$ cat src/rtl/bopit_round_ctrl.sv
// Bop-It game-round sequencer.
// Draws a command serially from the RN_JESUS bit generator, prompts the player,
// times the response against a window that shrinks after every hit, keeps the
// score and flags game over.
// Optional build macro: BOPIT_ROUND_HISCORE_EN adds o_hiscore / o_new_hiscore.
module bopit_round_ctrl #(
  parameter int CMD_W        = 2,
  parameter int NUM_CMDS     = 3,
  parameter int TIMEOUT_W    = 28,
  parameter int TIMEOUT_INIT = 100000000,
  parameter int TIMEOUT_STEP = 5000000,
  parameter int TIMEOUT_MIN  = 25000000,
  parameter int SCORE_W      = 8
) (
  input  logic                clk,
  input  logic                rst,
  input  logic                i_start,
  input  logic                i_rand,
  output logic                o_rng_en,
  input  logic [NUM_CMDS-1:0] i_btn,
  output logic [CMD_W-1:0]    o_cmd,
  output logic                o_cmd_valid,
  output logic                o_hit,
  output logic [SCORE_W-1:0]  o_score,
  output logic                o_game_over,
  output logic                o_busy
`ifdef BOPIT_ROUND_HISCORE_EN
  ,
  output logic [SCORE_W-1:0]  o_hiscore,
  output logic                o_new_hiscore
`endif
);

  localparam logic [2:0] ST_IDLE   = 3'd0;
  localparam logic [2:0] ST_DRAW   = 3'd1;
  localparam logic [2:0] ST_CHECK  = 3'd2;
  localparam logic [2:0] ST_PROMPT = 3'd3;
  localparam logic [2:0] ST_WAIT   = 3'd4;
  localparam logic [2:0] ST_HIT    = 3'd5;
  localparam logic [2:0] ST_OVER   = 3'd6;

  localparam int BIT_W = (CMD_W > 1) ? $clog2(CMD_W) : 1;
  localparam logic [BIT_W-1:0]     LAST_BIT = BIT_W'(CMD_W - 1);
  localparam logic [CMD_W:0]       NCMD     = (CMD_W + 1)'(NUM_CMDS);
  localparam logic [TIMEOUT_W-1:0] T_INIT   = TIMEOUT_W'(TIMEOUT_INIT);
  localparam logic [TIMEOUT_W-1:0] T_STEP   = TIMEOUT_W'(TIMEOUT_STEP);
  localparam logic [TIMEOUT_W-1:0] T_MIN    = TIMEOUT_W'(TIMEOUT_MIN);
  // Smallest window that can still shrink by a full step without going below the floor
  localparam logic [TIMEOUT_W:0]   T_FLOOR  = (TIMEOUT_W + 1)'(TIMEOUT_MIN + TIMEOUT_STEP);

  logic [2:0]           state_reg, state_next;
  logic [CMD_W-1:0]     draw_reg, draw_next;
  logic [BIT_W-1:0]     bit_cnt_reg, bit_cnt_next;
  logic [1:0]           redraw_reg, redraw_next;
  logic [CMD_W-1:0]     cmd_reg, cmd_next;
  logic [TIMEOUT_W-1:0] timer_reg, timer_next;
  logic [TIMEOUT_W-1:0] timeout_reg, timeout_next;
  logic [SCORE_W-1:0]   score_reg, score_next;

  logic [NUM_CMDS-1:0]  cmd_onehot;
  logic [CMD_W:0]       draw_ext;
  logic [CMD_W:0]       draw_wrap;

  // One-hot image of the current command, compared against the button pulses
  genvar gi;
  generate
    for (gi = 0; gi < NUM_CMDS; gi++) begin : g_onehot
      assign cmd_onehot[gi] = (cmd_reg == CMD_W'(gi));
    end
  endgenerate

  assign draw_ext  = {1'b0, draw_reg};
  assign draw_wrap = draw_ext - NCMD;

  // Next-state and datapath decisions for the round sequencer
  always_comb begin
    state_next   = state_reg;
    draw_next    = draw_reg;
    bit_cnt_next = bit_cnt_reg;
    redraw_next  = redraw_reg;
    cmd_next     = cmd_reg;
    timer_next   = timer_reg;
    timeout_next = timeout_reg;
    score_next   = score_reg;
    case (state_reg)
      ST_IDLE, ST_OVER: begin
        if (i_start) begin
          score_next   = '0;
          timeout_next = T_INIT;
          state_next   = ST_DRAW;
        end
      end
      ST_DRAW: begin
        draw_next = {draw_reg[CMD_W-2:0], i_rand};
        if (bit_cnt_reg == LAST_BIT) begin
          bit_cnt_next = '0;
          state_next   = ST_CHECK;
        end else begin
          bit_cnt_next = bit_cnt_reg + 1'b1;
        end
      end
      ST_CHECK: begin
        if (draw_ext < NCMD) begin
          cmd_next    = draw_reg;
          redraw_next = '0;
          state_next  = ST_PROMPT;
        end else if (redraw_reg < 2'd2) begin
          redraw_next = redraw_reg + 1'b1;
          state_next  = ST_DRAW;
        end else begin
          // Third rejection in a row: fold the value into range so a stuck RNG cannot stall the game
          cmd_next    = draw_wrap[CMD_W-1:0];
          redraw_next = '0;
          state_next  = ST_PROMPT;
        end
      end
      ST_PROMPT: begin
        timer_next = timeout_reg;
        state_next = ST_WAIT;
      end
      ST_WAIT: begin
        // A button press is judged before the timer so a press on the last cycle still counts
        if (i_btn != '0) begin
          state_next = (i_btn == cmd_onehot) ? ST_HIT : ST_OVER;
        end else if (timer_reg == '0) begin
          state_next = ST_OVER;
        end else begin
          timer_next = timer_reg - 1'b1;
        end
      end
      ST_HIT: begin
        if (score_reg != '1) begin
          score_next = score_reg + 1'b1;
        end
        if ({1'b0, timeout_reg} >= T_FLOOR) begin
          timeout_next = timeout_reg - T_STEP;
        end else begin
          timeout_next = T_MIN;
        end
        state_next = ST_DRAW;
      end
      default: state_next = ST_IDLE;
    endcase
  end

  // State and datapath registers
  always_ff @(posedge clk or negedge rst) begin
    if (!rst) begin
      state_reg   <= ST_IDLE;
      draw_reg    <= '0;
      bit_cnt_reg <= '0;
      redraw_reg  <= '0;
      cmd_reg     <= '0;
      timer_reg   <= '0;
      timeout_reg <= T_INIT;
      score_reg   <= '0;
    end else begin
      state_reg   <= state_next;
      draw_reg    <= draw_next;
      bit_cnt_reg <= bit_cnt_next;
      redraw_reg  <= redraw_next;
      cmd_reg     <= cmd_next;
      timer_reg   <= timer_next;
      timeout_reg <= timeout_next;
      score_reg   <= score_next;
    end
  end

  assign o_rng_en    = (state_reg == ST_DRAW);
  assign o_cmd       = cmd_reg;
  assign o_cmd_valid = (state_reg == ST_PROMPT) || (state_reg == ST_WAIT);
  assign o_hit       = (state_reg == ST_HIT);
  assign o_score     = score_reg;
  assign o_game_over = (state_reg == ST_OVER);
  assign o_busy      = (state_reg != ST_IDLE) && (state_reg != ST_OVER);

`ifdef BOPIT_ROUND_HISCORE_EN
  logic [SCORE_W-1:0] hiscore_reg;
  logic               new_hiscore_reg;

  // Capture a new best score as the game ends; score is stable across the WAIT->OVER edge
  always_ff @(posedge clk or negedge rst) begin
    if (!rst) begin
      hiscore_reg     <= '0;
      new_hiscore_reg <= 1'b0;
    end else begin
      new_hiscore_reg <= 1'b0;
      if ((state_reg != ST_OVER) && (state_next == ST_OVER) && (score_reg > hiscore_reg)) begin
        hiscore_reg     <= score_reg;
        new_hiscore_reg <= 1'b1;
      end
    end
  end

  assign o_hiscore     = hiscore_reg;
  assign o_new_hiscore = new_hiscore_reg;
`endif

endmodule
$ cat config.mk
export PLATFORM = sky130hd
export DESIGN_NAME = bopit_round_ctrl
export DESIGN_NICKNAME = d
export VERILOG_FILES = /design/src/rtl/bopit_round_ctrl.sv
export SDC_FILE = /design/constraint.sdc
export NUM_CORES = 1
export LEC_CHECK = 0
export CORE_ASPECT_RATIO = 1.4
export CORE_MARGIN = 4
export CORE_UTILIZATION = 55
export CTS_CLUSTER_DIAMETER = 80
export DETAILED_ROUTE_END_ITERATION = 16
export GPL_TIMING_DRIVEN = 0
export PLACE_DENSITY = 0.77
export SLEW_MARGIN = 20
export SYNTH_ARGS = -nofsm -noshare
export SYNTH_HDL_FRONTEND = slang
export SYNTH_SLANG_ARGS = --single-unit
$ cat constraint.sdc
create_clock -name clk -period 2.5 [get_ports clk]
set_input_delay 0.75 -clock clk [delete_from_list [all_inputs] [get_ports clk]]
set_output_delay 0.75 -clock clk [all_outputs]
set_load 0.1 [all_outputs]
==> flow_metrics.tcl <==
set metrics [dict create \
    outcome "complete, but fails checks" \
    violations "setup timing" \
    die_y_um 111.6 \
    powerDensity_nw_per_um2 1252 \
    first_pass_iters 5 \
    routed-via-count 4313 \
    critPathLaunchType "register" \
    areaGrowthSynthToFinish_pct 23.66 \
    root_buffer "clkbuf_8" \
    fmax_mhz 373.4 \
    routed.top_layer "met4" \
    slew_headroom_pct 35.12 \
    syn-cell-area_um2 4215 \
    n_fill_cell 571 \
    ioPinCount 22 \
    antennaDiodeCount 0 \
    post-place-ws_ns -1.021 \
    wl_met1_um 5002 \
    cts_tree "yes" \
    routabilityCongestion 0.9112 \
    leakage_nw 2.084 \
    dieArea_um2 9149 \
    met3_length_um 760 \
    finalCritPeriodShare_pct 107.1 \
    path_max_fanout 7 \
    portBuffers 21 \
    rsz0062_at_grt "true" \
    dpl.cell_count 603 \
    core_area_um2 7407 \
    hold_buffers 0 \
    track_usage_pct 29.29 \
    die_w_um 81.99 \
    htreeDepth 3 \
    drt_iter0_drc 530 \
    setup_ws_ns -0.1779 \
    synth_edf_count 0 \
    ys_seq_area_share_pct 40.72 \
    multi_input_area_um2 2555 \
    crit_top_cell "or4_4" \
    finClkSkew_ns 0.009941 \
    grt_max_degree 47 \
    dp_hpwl_um 8255 \
    clkLatencyLatePin_ns 0.36 \
    yosys_warnings 0 \
    ys.flop_type "dfrtp_1" \
    drv_slew 0 \
    setup_violations 24 \
    period_minus_slack_ns 2.678 \
    dpl_cell_area_um2 4588 \
    async_flop_share_pct 100.0 \
    fin_nets 540 \
    peakVddDrop_v 0.0006632 \
    layout_common_cells "dfrtp_1 (54), o21ai_0 (37), nor2_1 (36)" \
    hold_viol_final 0 \
    start_util_pct 56.91 \
    worstMarginPinSlew_ns 0.9771 \
    worst-setup-path-type "register to register" \
    drc_errors 0 \
    layout_commonest_cell "dfrtp_1" \
    largest_register_ffs 28 \
    design_area_um2 5213 \
    cp_slowest_cell "or4_4" \
    ys_types 62 \
    critical_path_required_ns 2.79 \
    rows 37 \
    drv_cap 0 \
    netlist_instances 484 \
    ys_ff_latch 68 \
    syn-num-nets 496 \
    grt_pass1_wl_um 20870 \
    ff_latch_area_um2 1719 \
    drt-vias-per-instance 6.846 \
    drive_above_1_share_pct 22.14 \
    setup.worst_path.end_class "register" \
    critPathMaxStageDelay_ns 0.64 \
    routed-wl-met2_um 6401 \
    grt_overflow 0 \
    hold_class "primary input to async pin" \
    drt-total-wl_um 12780 \
    clock_path_buffers 2 \
    grt_pass1_vias 4335 \
    cts.sinks 68 \
    drt-wirelength-per-cell_um 20.29 \
    numCtsBuffers 9 \
    antenna_found_initial 0 \
    path_cells "or4_4 > or4_4 > or4_4 > bufbuf_16 > o211ai_1 > o2bb2ai_2" \
    antenna_left 0 \
    finalCoreUtilization_pct 70.37 \
    final_cells 630 \
    syn_avg_cell_area_um2 8.709 \
    critical_path_arrival_ns 2.97 \
    clkTransAtPathRegs_ns 0.08 \
]
==> metal layers <==
layer / track usage (%) / up-vias
li1: - / 1927
met1: 36.48 / 2101
met2: 46.36 / 214
met3: 6.230 / 71
met4: 16.08 / 0
met5: 0 / -
==> path summary, 6_finish.rpt <==
kind | to | depth (start not counted) | startpoint | slack (ns)
max | timer_reg[21] | 6 | timer_reg[20] | -0.18
min | o_cmd[1] | 1 | rst | 0.28
max reg2reg | timer_reg[21] | 6 | timer_reg[20] | -0.18
min reg2reg | redraw_reg[0] | 1 | redraw_reg[0] | 0.50
max in group asynchronous | timeout_reg[23] | 2 | rst | 1.63
min in group clk | redraw_reg[0] | 1 | redraw_reg[0] | 0.50
==> worst max-delay path, delay by kind of cell, from the launching register on <==
kind	cells	cell delay [ns]
and+or+nand+nor	3	1.66
buffers and inverters	1	0.32
DFF	1	0.41
AOI/OAI and AO/OA	2	0.22
==> what timing repair did <==
action,CTS,global route
pin swaps,14,9
gates cloned,2,1
gates resized for setup,94,34
setup buffers,8,6
setup endpoints to repair,57,39
==> final cells by class <==
| cell class | count | area share, % |
|---|---|---|
| Sequential cell | 68 | 32.98 |
| Clock buffer | 10 | 2.448 |
| Clock inverter | 6 | 0.7921 |
| Multi-Input combinational cell | 361 | 49.02 |
| Inverter | 16 | 1.152 |
| Timing Repair Buffer | 39 | 7.825 |
| Tap cell | 97 | 2.328 |
| Buffer | 33 | 3.457 |
==> synthesized netlist by cell type (6+ instances only) <==
library cell	instances	area (µm²)
nand4_1	7	43.79
o31ai_1	13	97.59
xor2_1	6	52.55
inv_1	16	60.06
nand2_1	35	131.4
dfstp_2	12	315.3
a211oi_1	6	45.04
a21oi_1	25	125.1
or3_1	9	56.30
o21ai_0	40	200.2
nor4_1	14	87.58
dfrtp_1	56	1401
o211ai_1	7	52.55
nor2_1	37	138.9
o21a_1	7	52.55
o41ai_1	6	52.55
clkbuf_1	32	120.1
a31oi_1	10	62.56
nor2b_1	6	37.54
o2bb2ai_1	10	87.58
nand3_1	13	65.06
nor3_1	18	90.09
==> where the power goes <==
part	switching, W	internal [W]
Combinational	0.00229	0.00131
Sequential	0.000537	0.00158
Clock	0.000451	0.000357
==> logic make-up after synthesis <==
group | share of synthesized area, %
fa+ha+maj | 1.484
buf+inv | 5.373
compound gates | 27.04
mux | 1.068
flops | 40.72
xor+xnor | 1.247
simple gates | 23.06
==> metrics by stage <==
stage          total power [W]  setup TNS (ns)  hold WS (ns)
6_report              0.006525          -2.664        0.2750
5_1_grt               0.006940          -3.335        0.2836
4_1_cts               0.006223          -1.946        0.2831
3_5_place_dp          0.005141          -21.98        0.4758
3_3_place_gp          0.005018         -120.64        0.4664
2_1_floorplan         0.004287         -0.1604        0.4506
Note: power is estimated with default switching activity, not from simulation.
